### config.mk
export PLATFORM = sky130hd
export DESIGN_NAME = abus_initiator
export DESIGN_NICKNAME = d
export VERILOG_FILES = /design/src/rtl/abus_initiator.sv
export SDC_FILE = /design/constraint.sdc
export NUM_CORES = 1
export LEC_CHECK = 0
export BUFFER_PORTS_ARGS = -buffer_cell sky130_fd_sc_hd__clkbuf_2
export CORE_UTILIZATION = 44
export CTS_CLUSTER_DIAMETER = 80
export DETAILED_ROUTE_END_ITERATION = 10
export PLACE_DENSITY = 0.69
export SLEW_MARGIN = 20
export SYNTH_ARGS = -nofsm -noshare
export SYNTH_HDL_FRONTEND = slang
export SYNTH_SLANG_ARGS = --single-unit
### constraint.sdc
create_clock -name clk_clk -period 2.67 [get_ports clk_clk]
set_clock_uncertainty 0.15 [all_clocks]
set_input_delay 0.1335 -clock clk_clk [delete_from_list [all_inputs] [get_ports clk_clk]]
set_output_delay 0.1335 -clock clk_clk [all_outputs]
set_load 0.02 [all_outputs]
### src/rtl/abus_initiator.sv
// Cartridge A-bus initiator: turns single Avalon-MM slave transfers into timed
// A-bus read/write cycles (setup, strobe with /WAIT extension, hold, done).
module abus_initiator #(
    parameter int SETUP_CYCLES   = 2,
    parameter int STROBE_CYCLES  = 4,
    parameter int HOLD_CYCLES    = 1,
    parameter int TIMEOUT_CYCLES = 1024
) (
    input  logic        clk_clk,
    input  logic        reset_reset_n,
    input  logic [26:0] avs_address,
    input  logic        avs_read,
    input  logic        avs_write,
    input  logic [1:0]  avs_byteenable,
    input  logic [15:0] avs_writedata,
    output logic [15:0] avs_readdata,
    output logic        avs_waitrequest,
    output logic [24:0] abus_address,
    output logic [2:0]  abus_chipselect_n,
    output logic        abus_read_n,
    output logic [1:0]  abus_writebyteenable_n,
    output logic [15:0] abus_data_out,
    output logic        abus_data_oe,
    input  logic [15:0] abus_data_in,
    input  logic        abus_wait_n,
    input  logic        status_clear,
    output logic        timeout_flag,
    output logic [2:0]  dbg_state
);

    // Handshake: avs_read/avs_write are sampled only while the FSM is IDLE; the
    // transfer completes on the single cycle in which avs_waitrequest is 0 (DONE),
    // and avs_readdata is valid in that cycle for reads.

    localparam int PMAX_SW = (SETUP_CYCLES > STROBE_CYCLES) ? SETUP_CYCLES : STROBE_CYCLES;
    localparam int PMAX    = (PMAX_SW > HOLD_CYCLES) ? PMAX_SW : HOLD_CYCLES;
    localparam int PW      = (PMAX > 1) ? $clog2(PMAX) : 1;
    localparam int TW      = $clog2(TIMEOUT_CYCLES + 1);

    localparam logic [PW-1:0] SETUP_LAST  = PW'(SETUP_CYCLES - 1);
    localparam logic [PW-1:0] STROBE_LAST = PW'(STROBE_CYCLES - 1);
    localparam logic [PW-1:0] HOLD_LAST   = PW'(HOLD_CYCLES - 1);
    localparam logic [TW-1:0] EXT_LIMIT   = TW'(TIMEOUT_CYCLES);

    typedef enum logic [2:0] {
        IDLE   = 3'd0,
        SETUP  = 3'd1,
        STROBE = 3'd2,
        HOLD   = 3'd3,
        DONE   = 3'd4
    } state_t;

    state_t        state;
    logic [PW-1:0] phase_cnt;
    logic [TW-1:0] ext_cnt;
    logic          is_read;
    logic [1:0]    be_q;
    logic          wait_meta;
    logic          wait_s;

    assign dbg_state = state;

    function automatic logic [2:0] cs_n_of(input logic [1:0] sel);
        logic [2:0] cs_n;
        case (sel)
            2'b00:   cs_n = 3'b110;
            2'b01:   cs_n = 3'b101;
            2'b10:   cs_n = 3'b011;
            default: cs_n = 3'b111;
        endcase
        return cs_n;
    endfunction

    always_ff @(posedge clk_clk) begin
        if (!reset_reset_n) begin
            state                  <= IDLE;
            phase_cnt              <= '0;
            ext_cnt                <= '0;
            is_read                <= 1'b0;
            be_q                   <= 2'b00;
            wait_meta              <= 1'b1;
            wait_s                 <= 1'b1;
            avs_readdata           <= 16'h0000;
            avs_waitrequest        <= 1'b1;
            abus_address           <= 25'd0;
            abus_chipselect_n      <= 3'b111;
            abus_read_n            <= 1'b1;
            abus_writebyteenable_n <= 2'b11;
            abus_data_out          <= 16'h0000;
            abus_data_oe           <= 1'b0;
            timeout_flag           <= 1'b0;
        end else begin
            wait_meta <= abus_wait_n;
            wait_s    <= wait_meta;

            // A timeout set later in this block overrides the clear.
            if (status_clear) begin
                timeout_flag <= 1'b0;
            end

            case (state)
                IDLE: begin
                    if (avs_read || avs_write) begin
                        is_read   <= avs_read;
                        be_q      <= avs_byteenable;
                        phase_cnt <= '0;
                        ext_cnt   <= '0;
                        if (avs_address[26:25] == 2'b11 ||
                            (!avs_read && avs_byteenable == 2'b00)) begin
                            // Nothing to put on the bus: complete immediately.
                            state           <= DONE;
                            avs_waitrequest <= 1'b0;
                            if (avs_read) begin
                                avs_readdata <= 16'hFFFF;
                            end
                        end else begin
                            state             <= SETUP;
                            abus_address      <= avs_address[24:0];
                            abus_chipselect_n <= cs_n_of(avs_address[26:25]);
                            if (!avs_read) begin
                                abus_data_out <= avs_writedata;
                                abus_data_oe  <= 1'b1;
                            end
                        end
                    end
                end

                SETUP: begin
                    if (phase_cnt == SETUP_LAST) begin
                        state     <= STROBE;
                        phase_cnt <= '0;
                        if (is_read) begin
                            abus_read_n <= 1'b0;
                        end else begin
                            abus_writebyteenable_n <= ~be_q;
                        end
                    end else begin
                        phase_cnt <= phase_cnt + 1'b1;
                    end
                end

                STROBE: begin
                    if (phase_cnt != STROBE_LAST) begin
                        phase_cnt <= phase_cnt + 1'b1;
                    end else if (wait_s || ext_cnt == EXT_LIMIT) begin
                        // Last strobe cycle: either the responder released /WAIT
                        // or the extension budget is spent.
                        state                  <= HOLD;
                        phase_cnt              <= '0;
                        abus_read_n            <= 1'b1;
                        abus_writebyteenable_n <= 2'b11;
                        if (is_read) begin
                            avs_readdata <= wait_s ? abus_data_in : 16'hFFFF;
                        end
                        if (!wait_s) begin
                            timeout_flag <= 1'b1;
                        end
                    end else begin
                        ext_cnt <= ext_cnt + 1'b1;
                    end
                end

                HOLD: begin
                    if (phase_cnt == HOLD_LAST) begin
                        state             <= DONE;
                        abus_chipselect_n <= 3'b111;
                        abus_data_oe      <= 1'b0;
                        avs_waitrequest   <= 1'b0;
                    end else begin
                        phase_cnt <= phase_cnt + 1'b1;
                    end
                end

                DONE: begin
                    state           <= IDLE;
                    avs_waitrequest <= 1'b1;
                end

                default: begin
                    state <= IDLE;
                end
            endcase
        end
    end

endmodule

Yosys cells after proc, flatten, opt, wreduce, memory -nomap -nowiden

Index checks and enable logic that the tools add are counted.

Output and inout bits: 69
Register bits: 87
Logic and storage cells: 125
Bits of input ports: 67

Reduce and logical (&&, ||, !) cells: 26
Eq/ne operators: 25
Bitwise logic cells: 3
Add/sub/neg operators: 2
Muxes and demuxes: 53

Operators with widths:

| operator              | count |
|---|---|
| $mux 16               | 7 |
| $mux 11               | 3 |
| $pmux 16 s2           | 1 |
| $ne 2x2->1 const B    | 15 |
| $mux 3                | 9 |
| $pmux 11 s2           | 1 |
| $reduce_and 4->1      | 5 |
| $reduce_and 5->1      | 4 |
| $mux 2                | 9 |
| $mux 1                | 15 |
| $pmux 3 s4            | 1 |
| $add 11x1->11 const B | 1 |
| $eq 11x11->1 const B  | 1 |
| $pmux 3 s3            | 1 |
| $pmux 2 s4            | 1 |
| $reduce_and 7->1      | 1 |
| $eq 3x2->1 const B    | 2 |
| $logic_not 2->1       | 3 |
| $pmux 3 s2            | 1 |
| $reduce_bool 2->1     | 3 |
| $eq 2x1->1 const B    | 2 |
| $eq 2x2->1 const B    | 2 |
| $pmux 1 s2            | 2 |
| $pmux 2 s2            | 1 |
| 15 further kinds      | 18 |

Longest topological paths before layout

Depth after elaboration: 6
Depth in mapped cells: 7
Gate-level depth less buffers: 6

Worst setup path before layout

Ideal clock, no wire load.

Kind: register to register
From: register state[1], in the netlist dbg_state[1]
To: register abus_data_out[10]
Path buffers: 2
Stages on the path, launching flop included: 7
Arrival: 2.072 ns
Data required time: 2.392 ns
Library setup time: 0.128 ns
Period minus slack after synthesis: 2.350 ns
Setup slack: 0.320 ns
Cell sequence: dfxtp_1 -> buf_6 -> or4b_4 -> a2111oi_4 -> buf_8 -> mux2i_1 -> nor2_1

Longest elaborated chain between the ends: 2

RTL lines:

| item                       | RTL line | text |
|---|---|---|
| from (decl)                | 53       | `state_t state;` |
| from (signal assigned)     | 76       | `state <= IDLE;` |
| from (signal assigned)     | 111      | `state <= DONE;` |
| from (signal assigned)     | 117      | `state <= SETUP;` |
| $logic_not 3->1            | 101      | `case (state)` |
| $reduce_and 4->1 (no line) | n/a      |  |
| to (signal assigned)       | 121      | `abus_data_out <= avs_writedata;` |
| to (decl)                  | 22       | `output logic [15:0] abus_data_out,` |

Every way passes these cells.
A chain may end at the register's enable or synchronous reset.

Worst setup path after layout

From: register state[0], in the netlist dbg_state[0]
To: register abus_address[18]

Longest elaborated chain between the ends: 2

RTL lines:

| item                       | RTL line | text |
|---|---|---|
| $logic_not 3->1            | 101      |  |
| $reduce_and 3->1 (no line) | n/a      |  |
| to (signal assigned)       | 118      | `abus_address <= avs_address[24:0];` |
| to (decl)                  | 18       | `output logic [24:0] abus_address,` |

Every way passes these cells.

==> results by group <==
Outcome
  • Outcome: completed

Synthesis
  • Ys async rst share: 0%
  • Post-synth EDFFs: 0
  • Synth Register Bits: 87
  • Dominant cell type by area after synthesis: dfxtp_1
  • Synth top area share: 47.1%
  • Top cells by area, synth: dfxtp_1, mux2i_1, nor2_1
  • Avg Synthesized Cell Area: 9.70 um2
  • Most used flip-flop cell after synthesis: dfxtp_1
  • Synth unique cells: 46
  • Register area share after synthesis: 47.1%
  • Post-Syn Instances: 381
  • Post-synth net total: 454
  • Synth Cell Area: 0.00370 mm2
  • Synth warn: 0

Global route
  • First-pass GRT wire length: 16000 um
  • Initial antenna violation count: 0
  • GRT overflow: 0
  • Total track usage: 23.5%
  • Vias in the first global route: 3490
  • Largest net degree at the start of global routing: 41

Worst hold path
  • Hold Crit Class: in -> reg

STA
  • Worst slew pin tran: 887 ps
  • Max-slew violations: 0
  • Final hold vios: 0
  • Relative slew slack: 40.8%
  • Final Cycle Share: 96.5%
  • Fin crit period: 2580 ps
  • Max Clk Rate: 388 MHz
  • Final setup viols: 0

Place
  • Final GP Congestion: 0.816
  • Post-DP HPWL: 6060 um
  • Placed instance area: 0.00447 mm2
  • Placed cell count: 606
  • Port buffer count: 135

Setup path
  • Largest delay share family, worst path: buffers and inverters
  • Worst path max stage delay: 620 ps
  • CP Buf/Inv Count: 2
  • Critical path class: reg -> reg
  • Worst path slowest cell: dlygate4sd3_1
  • CP Max Fanout: 28
  • Critical Path Source Type: flop
  • Crit-path cells: nor3_4, and4_1, buf_12, mux2i_1, nor2_1, dlygate4sd3_1
  • CP endpoint kind: flop
  • Required time of the critical path: 2760 ps
  • Arrival time worst endpoint: 2660 ps

Layout
  • Filler cells: 654
  • Fin cells: 695
  • P&R area growth vs syn: 46.5%
  • Antenna Cells: 0
  • Register area: 0.00174 mm2
  • Fin util: 66.2%
  • Post-route cell area: 0.00542 mm2
  • Nets: 659
  • Share of post-route cells with drive strength above 1: 30.8%
  • Commonest cells after routing, fill and taps aside: clkbuf_2, dfxtp_1, dlygate4sd3_1
  • Most common cell after layout, fill and taps aside: clkbuf_2
  • Area occupied by multi-input gates: 0.00182 mm2

Detailed routing
  • WL/cell: 14.7 um
  • Via count: 3620
  • First drt pass iteration count: 4
  • 1st-iter DRT viols: 167
  • Final wirelength: 10200 um
  • DR vias/cell: 5.21
  • Detail Route Antenna Nets: 0
  • DRC: 0

Die
  • Die Y: 93.7 um
  • Initial Util: 45.2%
  • Site Rows: 33
  • I/O pin cnt: 136
  • Die area: 0.00877 mm2
  • Die width: 93.7 um
  • Core area: 0.00818 mm2

Clocking
  • CTS tree: built
  • Reg clk slew, reported paths: 90 ps
  • CTS sink count: 87
  • CTS max path bufs: 2
  • Clk Latency, worst-skew pair: 360 ps
  • H-Tree Depth: 3
  • Root Buffer: clkbuf_8
  • Post CTS Setup Buffer Count: 0
  • Clock buffer count from CTS: 9

Pwr
  • Seq pwr share: 47.8%
  • PwrDens: 556 mW/mm2
  • Combinational share of power: 21.4%
  • Clock Power Share: 30.8%
  • Switch Pwr: 0.000874 W
  • Peak supply drop: 0.374 mV
  • Sw Share: 29.0%
  • Static leakage: 2.37 nW
  • Internal Power: 0.00214 W

Flow run
  • Max Cap Viol: 0
==> power groups by stage <==
stage / clock network [W] / logic, W / registers [W]
after floorplan: 0 / 0.000278 / 0.00153
after global placement: 0 / 0.000521 / 0.00146
after detailed placement: 0 / 0.000529 / 0.00146
after CTS: 0.000944 / 0.000625 / 0.00143
after global routing: 0.000989 / 0.000697 / 0.00145
final: 0.000928 / 0.000645 / 0.00144
==> path summary, 6_finish.rpt <==
kind | slack [ps] | to | from | cells past startpoint
min | 20 | abus_chipselect_n[1]$_SDFFE_PN1P_ | avs_address[26] | 3
max | 90 | abus_address[18]$_SDFFE_PN0P_ | dbg_state[0]$_SDFFE_PN0P_ | 6
min reg2reg | 280 | wait_s$_SDFF_PN1_ | wait_meta$_SDFF_PN1_ | 1
max reg2reg | 90 | abus_address[18]$_SDFFE_PN0P_ | dbg_state[0]$_SDFFE_PN0P_ | 6
==> synthesized netlist by cell type (all sizes together), types with 3 or more instances <==
| cell | instances |
|---|---|
| nand4 | 7 |
| and4 | 3 |
| nand2b | 13 |
| buf | 6 |
| a21oi | 18 |
| nor2b | 4 |
| ha | 6 |
| o21ai | 9 |
| a2111oi | 7 |
| or4 | 5 |
| nand2 | 23 |
| clkbuf | 17 |
| o221a | 16 |
| mux2i | 49 |
| nor2 | 50 |
| nor3 | 11 |
| inv | 9 |
| and3 | 3 |
| dfxtp | 87 |
| nand3 | 7 |
| or3 | 4 |
| o31ai | 3 |
==> what timing repair did <==
action / CTS / global route
hold buffers: 74 / 0
endpoints found under the setup margin: 0 / 12
endpoints found under the hold margin: 61 / 0
gates resized for setup: 0 / 2
==> sequential cells by signal, indices dropped and copies added (netlist names) <==
register,cells
abus_data_out,16
abus_writebyteenable_n,2
phase_cnt,2
abus_read_n,1
timeout_flag,1
abus_chipselect_n,3
wait_s,1
abus_address,25
wait_meta,1
avs_readdata,16
is_read,1
abus_data_oe,1
avs_waitrequest,1
be_q,2
dbg_state,3
ext_cnt,11
==> cell type report <==
class                      instances  area share [%]
inverter                           9           0.624
sequential                        87            32.2
tap                              105            2.43
timing repair buffer             217            27.5
clock buffer                      10            2.54
multi-input combinational        262            33.7
clock inverter                     5            1.09
==> worst min-delay path: cells and delay by family <==
kind | cells | cell delay [ps]
AOI/OAI and AO/OA | 2 | 200
buffers and inverters | 1 | 160
==> cell families (layout without fill, tap and decap cells) <==
logic type	count (synthesis)	in the layout	synth area share, %
and+or+nand+nor	142	142	19.5
buffers and inverters	32	241	3.89
adders and majority gates	6	6	2.03
muxes	49	49	13.3
AOI/OAI and AO/OA	65	65	14.2
DFF	87	87	47.1
==> routing by layer <==
metal	track usage [%]	vias to the layer above	part of all wire, %
li1	-	1796	-
met1	27.2	1669	43
met2	40.4	132	49
met3	4.53	23	5.3
met4	13.3	0	2.5
met5	0	-	0
==> per-stage QoR <==
| step | hold WS (ps) | setup slack [ps] | setup TNS [ps] | total power, W |
|---|---|---|---|---|
| after detailed placement | 177 | 328 | 0 | 0.00199 |
| after global routing | 76.9 | -0.987 | -0.987 | 0.00314 |
| after global placement | 170 | 433 | 0 | 0.00198 |
| final | 24.0 | 94.6 | 0 | 0.00301 |
| after CTS | 11.1 | 159 | 0 | 0.00300 |
| after floorplan | 85.0 | 320 | 0 | 0.00181 |
(Power assumes the default switching activity.)
